--- src/rtl/riscv_pkg.sv ---
// Shared RISC-V core types: memory access codes, LSU FSM states,
// byte-enable constants and access-code helpers.
package riscv_pkg;

    // {is_store, funct3} as delivered by the control unit
    typedef enum logic [3:0] {
        MC_LB  = 4'b0000,
        MC_LH  = 4'b0001,
        MC_LW  = 4'b0010,
        MC_LBU = 4'b0100,
        MC_LHU = 4'b0101,
        MC_SB  = 4'b1000,
        MC_SH  = 4'b1001,
        MC_SW  = 4'b1010
    } mem_ctrl_t;

    typedef enum logic [1:0] {
        IDLE,
        REQ,
        WAIT_R,
        DONE
    } lsu_state_t;

    localparam logic [3:0] BE_NONE = 4'b0000;
    localparam logic [3:0] BE_BYTE = 4'b0001;
    localparam logic [3:0] BE_HALF = 4'b0011;
    localparam logic [3:0] BE_WORD = 4'b1111;

    // Direction comes from the request strobes (store wins when both
    // are high). A code that is undefined, or whose store bit disagrees
    // with that direction, falls back to a full-word access.
    function automatic mem_ctrl_t norm_ctrl(
        input logic       is_store,
        input logic [3:0] code
    );
        mem_ctrl_t c;
        c = is_store ? MC_SW : MC_LW;
        case (code)
            MC_LB, MC_LH, MC_LW, MC_LBU, MC_LHU,
            MC_SB, MC_SH, MC_SW: begin
                if (code[3] == is_store)
                    c = mem_ctrl_t'(code);
            end
            default: ;
        endcase
        return c;
    endfunction

    // Halfword needs addr[0]=0, word needs addr[1:0]=0.
    function automatic logic misaligned(
        input mem_ctrl_t  c,
        input logic [1:0] lo
    );
        logic m;
        m = 1'b0;
        case (c[1:0])
            2'b01:   m = lo[0];
            2'b10:   m = |lo;
            default: m = 1'b0;
        endcase
        return m;
    endfunction

endpackage

--- src/rtl/lsu_align.sv ---
// Combinational lane logic for the LSU.
// Ports: st_size/st_off/st_data -> st_be/st_wdata (store lane
// replication and byte enables); ld_size/ld_uns/ld_off/ld_word ->
// ld_data (load lane extraction with sign/zero extension).
module lsu_align
    import riscv_pkg::*;
(
    input  logic [1:0]  st_size,
    input  logic [1:0]  st_off,
    input  logic [31:0] st_data,
    output logic [3:0]  st_be,
    output logic [31:0] st_wdata,
    input  logic [1:0]  ld_size,
    input  logic        ld_uns,
    input  logic [1:0]  ld_off,
    input  logic [31:0] ld_word,
    output logic [31:0] ld_data
);

    logic [7:0]  ld_b;
    logic [15:0] ld_h;

    always_comb begin
        st_be    = BE_WORD;
        st_wdata = st_data;
        case (st_size)
            2'b00: begin
                st_be    = BE_BYTE << st_off;
                st_wdata = {4{st_data[7:0]}};
            end
            2'b01: begin
                // addr[0] is dropped so a halfword stays in its pair
                st_be    = BE_HALF << {st_off[1], 1'b0};
                st_wdata = {2{st_data[15:0]}};
            end
            default: ;
        endcase
    end

    always_comb begin
        ld_b    = ld_word[{ld_off, 3'b000} +: 8];
        ld_h    = ld_word[{ld_off[1], 4'b0000} +: 16];
        ld_data = ld_word;
        case (ld_size)
            2'b00:   ld_data = {{24{ld_b[7] & ~ld_uns}}, ld_b};
            2'b01:   ld_data = {{16{ld_h[15] & ~ld_uns}}, ld_h};
            default: ld_data = ld_word;
        endcase
    end

endmodule

--- src/rtl/load_store_unit.sv ---
// Load/store unit: IDLE -> REQ -> (WAIT_R) -> DONE bus sequencer.
// In: clk, rst (async, active-high), mem_r, mem_w, mem_ctrl, addr,
//     wdata, bus_gnt, bus_rvalid, bus_rdata.
// Out: rdata, stall, misalign, bus_req, bus_we, bus_addr, bus_be,
//     bus_wdata.
// Define LSU_MISALIGN_TRAP_EN to flag and drop misaligned accesses;
// otherwise low address bits are truncated to natural alignment.
module load_store_unit
    import riscv_pkg::*;
(
    input  logic        clk,
    input  logic        rst,
    input  logic        mem_r,
    input  logic        mem_w,
    input  logic [3:0]  mem_ctrl,
    input  logic [31:0] addr,
    input  logic [31:0] wdata,
    output logic [31:0] rdata,
    output logic        stall,
    output logic        misalign,
    output logic        bus_req,
    output logic        bus_we,
    output logic [31:0] bus_addr,
    output logic [3:0]  bus_be,
    output logic [31:0] bus_wdata,
    input  logic        bus_gnt,
    input  logic        bus_rvalid,
    input  logic [31:0] bus_rdata
);

    lsu_state_t state, state_nx;
    mem_ctrl_t  in_ctrl, op_ctrl;
    logic [1:0] op_off;
    logic       access, mis, issue, capture;
    logic [3:0]  st_be;
    logic [31:0] st_wdata, ld_data;

    assign access  = mem_r | mem_w;
    assign in_ctrl = norm_ctrl(mem_w, mem_ctrl);

`ifdef LSU_MISALIGN_TRAP_EN
    assign mis = access & misaligned(in_ctrl, addr[1:0]);
`else
    assign mis = 1'b0;
`endif

    assign issue = (state == IDLE) & access & ~mis;

    // Load data lands either with the grant or later in WAIT_R
    assign capture = bus_rvalid & ~op_ctrl[3] &
                     (((state == REQ) & bus_gnt) | (state == WAIT_R));

    lsu_align u_align (
        .st_size  (in_ctrl[1:0]),
        .st_off   (addr[1:0]),
        .st_data  (wdata),
        .st_be    (st_be),
        .st_wdata (st_wdata),
        .ld_size  (op_ctrl[1:0]),
        .ld_uns   (op_ctrl[2]),
        .ld_off   (op_off),
        .ld_word  (bus_rdata),
        .ld_data  (ld_data)
    );

    always_ff @(posedge clk or posedge rst) begin
        if (rst)
            state <= IDLE;
        else
            state <= state_nx;
    end

    always_comb begin
        state_nx = state;
        unique case (state)
            IDLE:   if (issue) state_nx = REQ;
            REQ: begin
                if (bus_gnt)
                    state_nx = (op_ctrl[3] | bus_rvalid) ? DONE : WAIT_R;
            end
            WAIT_R: if (bus_rvalid) state_nx = DONE;
            DONE:   state_nx = IDLE;
        endcase
    end

    always_comb begin
        stall    = 1'b0;
        misalign = 1'b0;
        bus_req  = 1'b0;
        bus_we   = 1'b0;
        if (!rst) begin
            unique case (state)
                IDLE: begin
                    stall    = access & ~mis;
                    misalign = mis;
                end
                REQ: begin
                    stall   = 1'b1;
                    bus_req = 1'b1;
                    bus_we  = op_ctrl[3];
                end
                WAIT_R: stall = 1'b1;
                DONE:   ;
            endcase
        end
    end

    // Operands are frozen when leaving IDLE so the bus sees stable
    // values for the whole request.
    always_ff @(posedge clk or posedge rst) begin
        if (rst) begin
            op_ctrl   <= MC_LB;
            op_off    <= 2'b00;
            bus_addr  <= 32'h0;
            bus_be    <= BE_NONE;
            bus_wdata <= 32'h0;
        end else if (issue) begin
            op_ctrl   <= in_ctrl;
            op_off    <= addr[1:0];
            bus_addr  <= {addr[31:2], 2'b00};
            bus_be    <= in_ctrl[3] ? st_be : BE_WORD;
            bus_wdata <= st_wdata;
        end
    end

    always_ff @(posedge clk or posedge rst) begin
        if (rst)
            rdata <= 32'h0;
        else if (capture)
            rdata <= ld_data;
    end

endmodule

--- config.mk ---
export PLATFORM = sky130hd
export DESIGN_NAME = load_store_unit
export DESIGN_NICKNAME = d
export VERILOG_FILES = /design/src/rtl/riscv_pkg.sv /design/src/rtl/lsu_align.sv /design/src/rtl/load_store_unit.sv
export SDC_FILE = /design/constraint.sdc
export NUM_CORES = 1
export LEC_CHECK = 0
export BUFFER_PORTS_ARGS = -buffer_cell sky130_fd_sc_hd__buf_2
export CAP_MARGIN = 10
export CELL_PAD_IN_SITES_DETAIL_PLACEMENT = 1
export CELL_PAD_IN_SITES_GLOBAL_PLACEMENT = 1
export CORE_ASPECT_RATIO = 0.75
export CORE_UTILIZATION = 36
export DETAILED_ROUTE_END_ITERATION = 16
export PLACE_DENSITY = 0.85
export SLEW_MARGIN = 30
export SYNTH_ARGS = -nofsm -noshare
export SYNTH_HDL_FRONTEND = slang
export SYNTH_SLANG_ARGS = --single-unit
--- constraint.sdc ---
create_clock -name clk -period 4.2 [get_ports clk]
set_input_delay 0.21 -clock clk [delete_from_list [all_inputs] [get_ports clk]]
set_output_delay 0.21 -clock clk [all_outputs]
set_load 0.01 [all_outputs]
==> summary.md <==
| Metric | Value |
|---|---|
| Net Sw Frac | 41.2% |
| Congestion Overflow GR | 0 |
| Via count | 4657 |
| Number of synthesized flops with an enable pin | 0 |
| Root Buffer | clkbuf_16 |
| Worst Setup EP | rdata[15] |
| Max rail drop VDD | 0.308 mV |
| Net load switching power | 2000 µW |
| Area Overhead vs Synth | 27.8% |
| Dpl cells | 884 |
| Seq pwr share | 38.3% |
| Clock Latency Late Sink | 0.35 ns |
| Worst-path clk slew | 0.07 ns |
| Pre-CTS setup slack | 1.83 ns |
| Clk buf depth | 2 |
| Post_cts resized | 0 |
| Routed wire per std cell | 18.2 µm |
| Gate Count Post-Synth | 534 |
| Crit end category | flop |
| Crit path kind | reg2reg |
| Drt pass-1 iters | 5 |
| Setup violators final | 0 |
| Post-DRT Antenna Nets | 0 |
| CTS tree | done |
| Setup TNS | 0 ns |
| IO Count | 210 |
| Commonest non-fill, non-tap cell in the layout | buf_2 |
| Data required, critical path | 4.40 ns |
| First-pass GRT wire length | 26.3 mm |
| Comb power frac | 44.1% |
| Drc violations | 0 |
| Vias in the first global route | 4958 |
| Endpoints failing hold | 13 |
| Area of the mapped netlist | 0.00518 mm² |
| Distinct cell type count after synthesis | 43 |
| Synth async-reset ratio | 100% |
| Post-CTS Setup Repair Bufs | 0 |
| Hold Crit Class | in2async |
| Core area | 0.0139 mm² |
| Status | finished, violations left |
| Die H | 106 µm |
| Share of post-route cells with drive strength above 1 | 36.0% |
| Die Area | 0.0149 mm² |
| GP Congestion | 0.847 |
| Initial Utilization | 37.3% |
| WL final | 16.4 mm |
| Arr. time, crit path | 2.60 ns |
| Crit path from | state[1] |
| Pwr Density | 735 mW/mm² |
| Clock share of power | 17.6% |
| Minimum clock period | 2.41 ns |
| Die W | 140 µm |
| Max Fclk | 0.416 GHz |
| Post-synthesis sequential area ratio | 51.2% |
| Area contributors post-synth | dfrtp_1, nand2_1, mux2i_1, a31oi_4, mux2_2 |
| Standard-cell rows | 37 |
| FILL cells | 1663 |
| R2R Setup Slk | 1.79 ns |
| CP Max Fanout | 65 |
| #FFs+latches synth | 106 |
| Reg2Reg Depth | 7 |
| Final setup margin | 1.79 ns |
| Number of CTS-inserted buffers | 9 |
| CTS Hold Bufs | 0 |
| Num Clock Sinks | 106 |
| CP startpoint kind | flop |
| RSZ-0062 raised after global routing | no |
| DPL Wire Length | 12.4 mm |
| Htree depth | 3 |
| LEAKAGE | 0.00338 µW |
| RR Startpoint | state[1] |
| Cell type with the largest total area after synthesis | dfrtp_1 |
| Worst-Margin Slew | 0.790 ns |
| Syn avg cell area | 9.69 µm² |
| Max-cap violations | 0 |
| Antenna violations before repair | 3 |
| Number of DRC markers in iteration 0 | 209 |
| Worst slew margin | 46.7% |
| Synth warn | 0 |
| Largest net degree at the start of global routing | 77 |
| Worst Skew | 0.00564 ns |
| Layout Cells excl Fill | 903 |
| Number of nets in the layout | 834 |
| Storage element area | 0.00265 mm² |
| Hold WS | -0.0263 ns |
| Main synth FF type | dfrtp_1 |
| Yosys top cell area share | 51.2% |
| Period utilisation layout | 57.3% |
| Port Buffer Count | 206 |
| Reg2reg end | rdata[15] |
| Max-slew violation count | 0 |
| Vias per cell | 5.16 |
| Total internal power | 2860 µW |
| Failing checks | hold timing |
| Commonest non-fill, non-tap cells in the layout | buf_2, nand2_1, dfrtp_1 |
| Total Routing Usage GR | 23.0% |
| Multi-input logic area | 0.00232 mm² |
| Final total power | 4870 µW |
==> through the flow <==
| step | instance area [µm²] | util (%) |
|---|---|---|
| floorplan | 5180 | - |
| global placement | 6280 | 45.3 |
| detailed placement | 6280 | 45.3 |
| CTS | 6580 | 47.4 |
| global route | 6610 | 47.6 |
| finish | 6620 | 47.6 |
==> worst max-delay path: stages (launching register included) <==
cell and delay, ns:
dfrtp_1 0.44, inv_1 0.13, ha_1 0.23, a21oi_1 0.09, nor3b_2 0.16, buf_4 0.60
o211a_1 0.41, a221oi_1 0.14
==> synth_stat cells (8+ instances only) <==
cell and number:
nand2b_1 8, inv_1 9, dfrtp_1 106, clkbuf_1 11, mux2_2 17, a31oi_1 8, buf_2 19, o21ai_0 37
nor2_1 36, nand2_1 171, a31oi_4 10, a21oi_1 12, mux2i_1 24
==> power by group through the flow <==
| stage | registers [µW] | clock network [µW] | logic (µW) |
|---|---|---|---|
| after floorplan | 1990 | 0 | 1160 |
| after global placement | 1830 | 0 | 2020 |
| after detailed placement | 1880 | 0 | 2140 |
| after CTS | 1870 | 887 | 2150 |
| after global routing | 1930 | 915 | 2370 |
| final | 1860 | 858 | 2150 |
==> layer usage <==
layer  part of all wire [%]  up-vias  track usage (%)  routed length [µm]
li1                       -     2172                -                   -
met4                    1.9        2             8.15                 319
met2                     48      172             38.5                7870
met5                  0.079        -                0                  13
met1                     42     2285             28.0                6910
met3                    7.8       26             7.36                1280
==> worst min-delay path by stage <==
stage,slack [ns],cells past startpoint,end
2_1_floorplan,0.32,2,bus_addr[10]
3_3_place_gp,0.40,3,bus_addr[13]
3_5_place_dp,0.40,3,bus_addr[19]
4_1_cts,0.03,3,bus_addr[19]
5_1_grt,0.04,3,bus_addr[16]
6_report,-0.03,2,bus_wdata[9]
==> cells by family (layout without fill, tap and decap cells) <==
family          Yosys count  after routing  share of synthesized area, %
other cells               1              5                        0.0724
mux                      42             42                          8.63
fa+ha+maj                 7              7                          1.69
simple gates            232            232                          18.3
buf+inv                  46            236                          4.62
flops                   106            106                          51.2
compound gates          100            100                          15.5
==> final cells by class <==
class	instances	share of cell area [%]
clock inverters	4	0.775
inverters	9	0.586
flip-flops and latches	106	40.1
multi-input cells	384	35.0
repair buffers	211	16.4
well taps	175	3.31
clock buffers	12	3.72
diodes	2	0.0756
==> state kept, by name, summed over array words and instances (netlist names) <==
name	flops
rdata	32
bus_be	4
state	2
op_off	2
bus_wdata	32
bus_addr	30
op_ctrl	4
(Power assumes the default switching activity.)
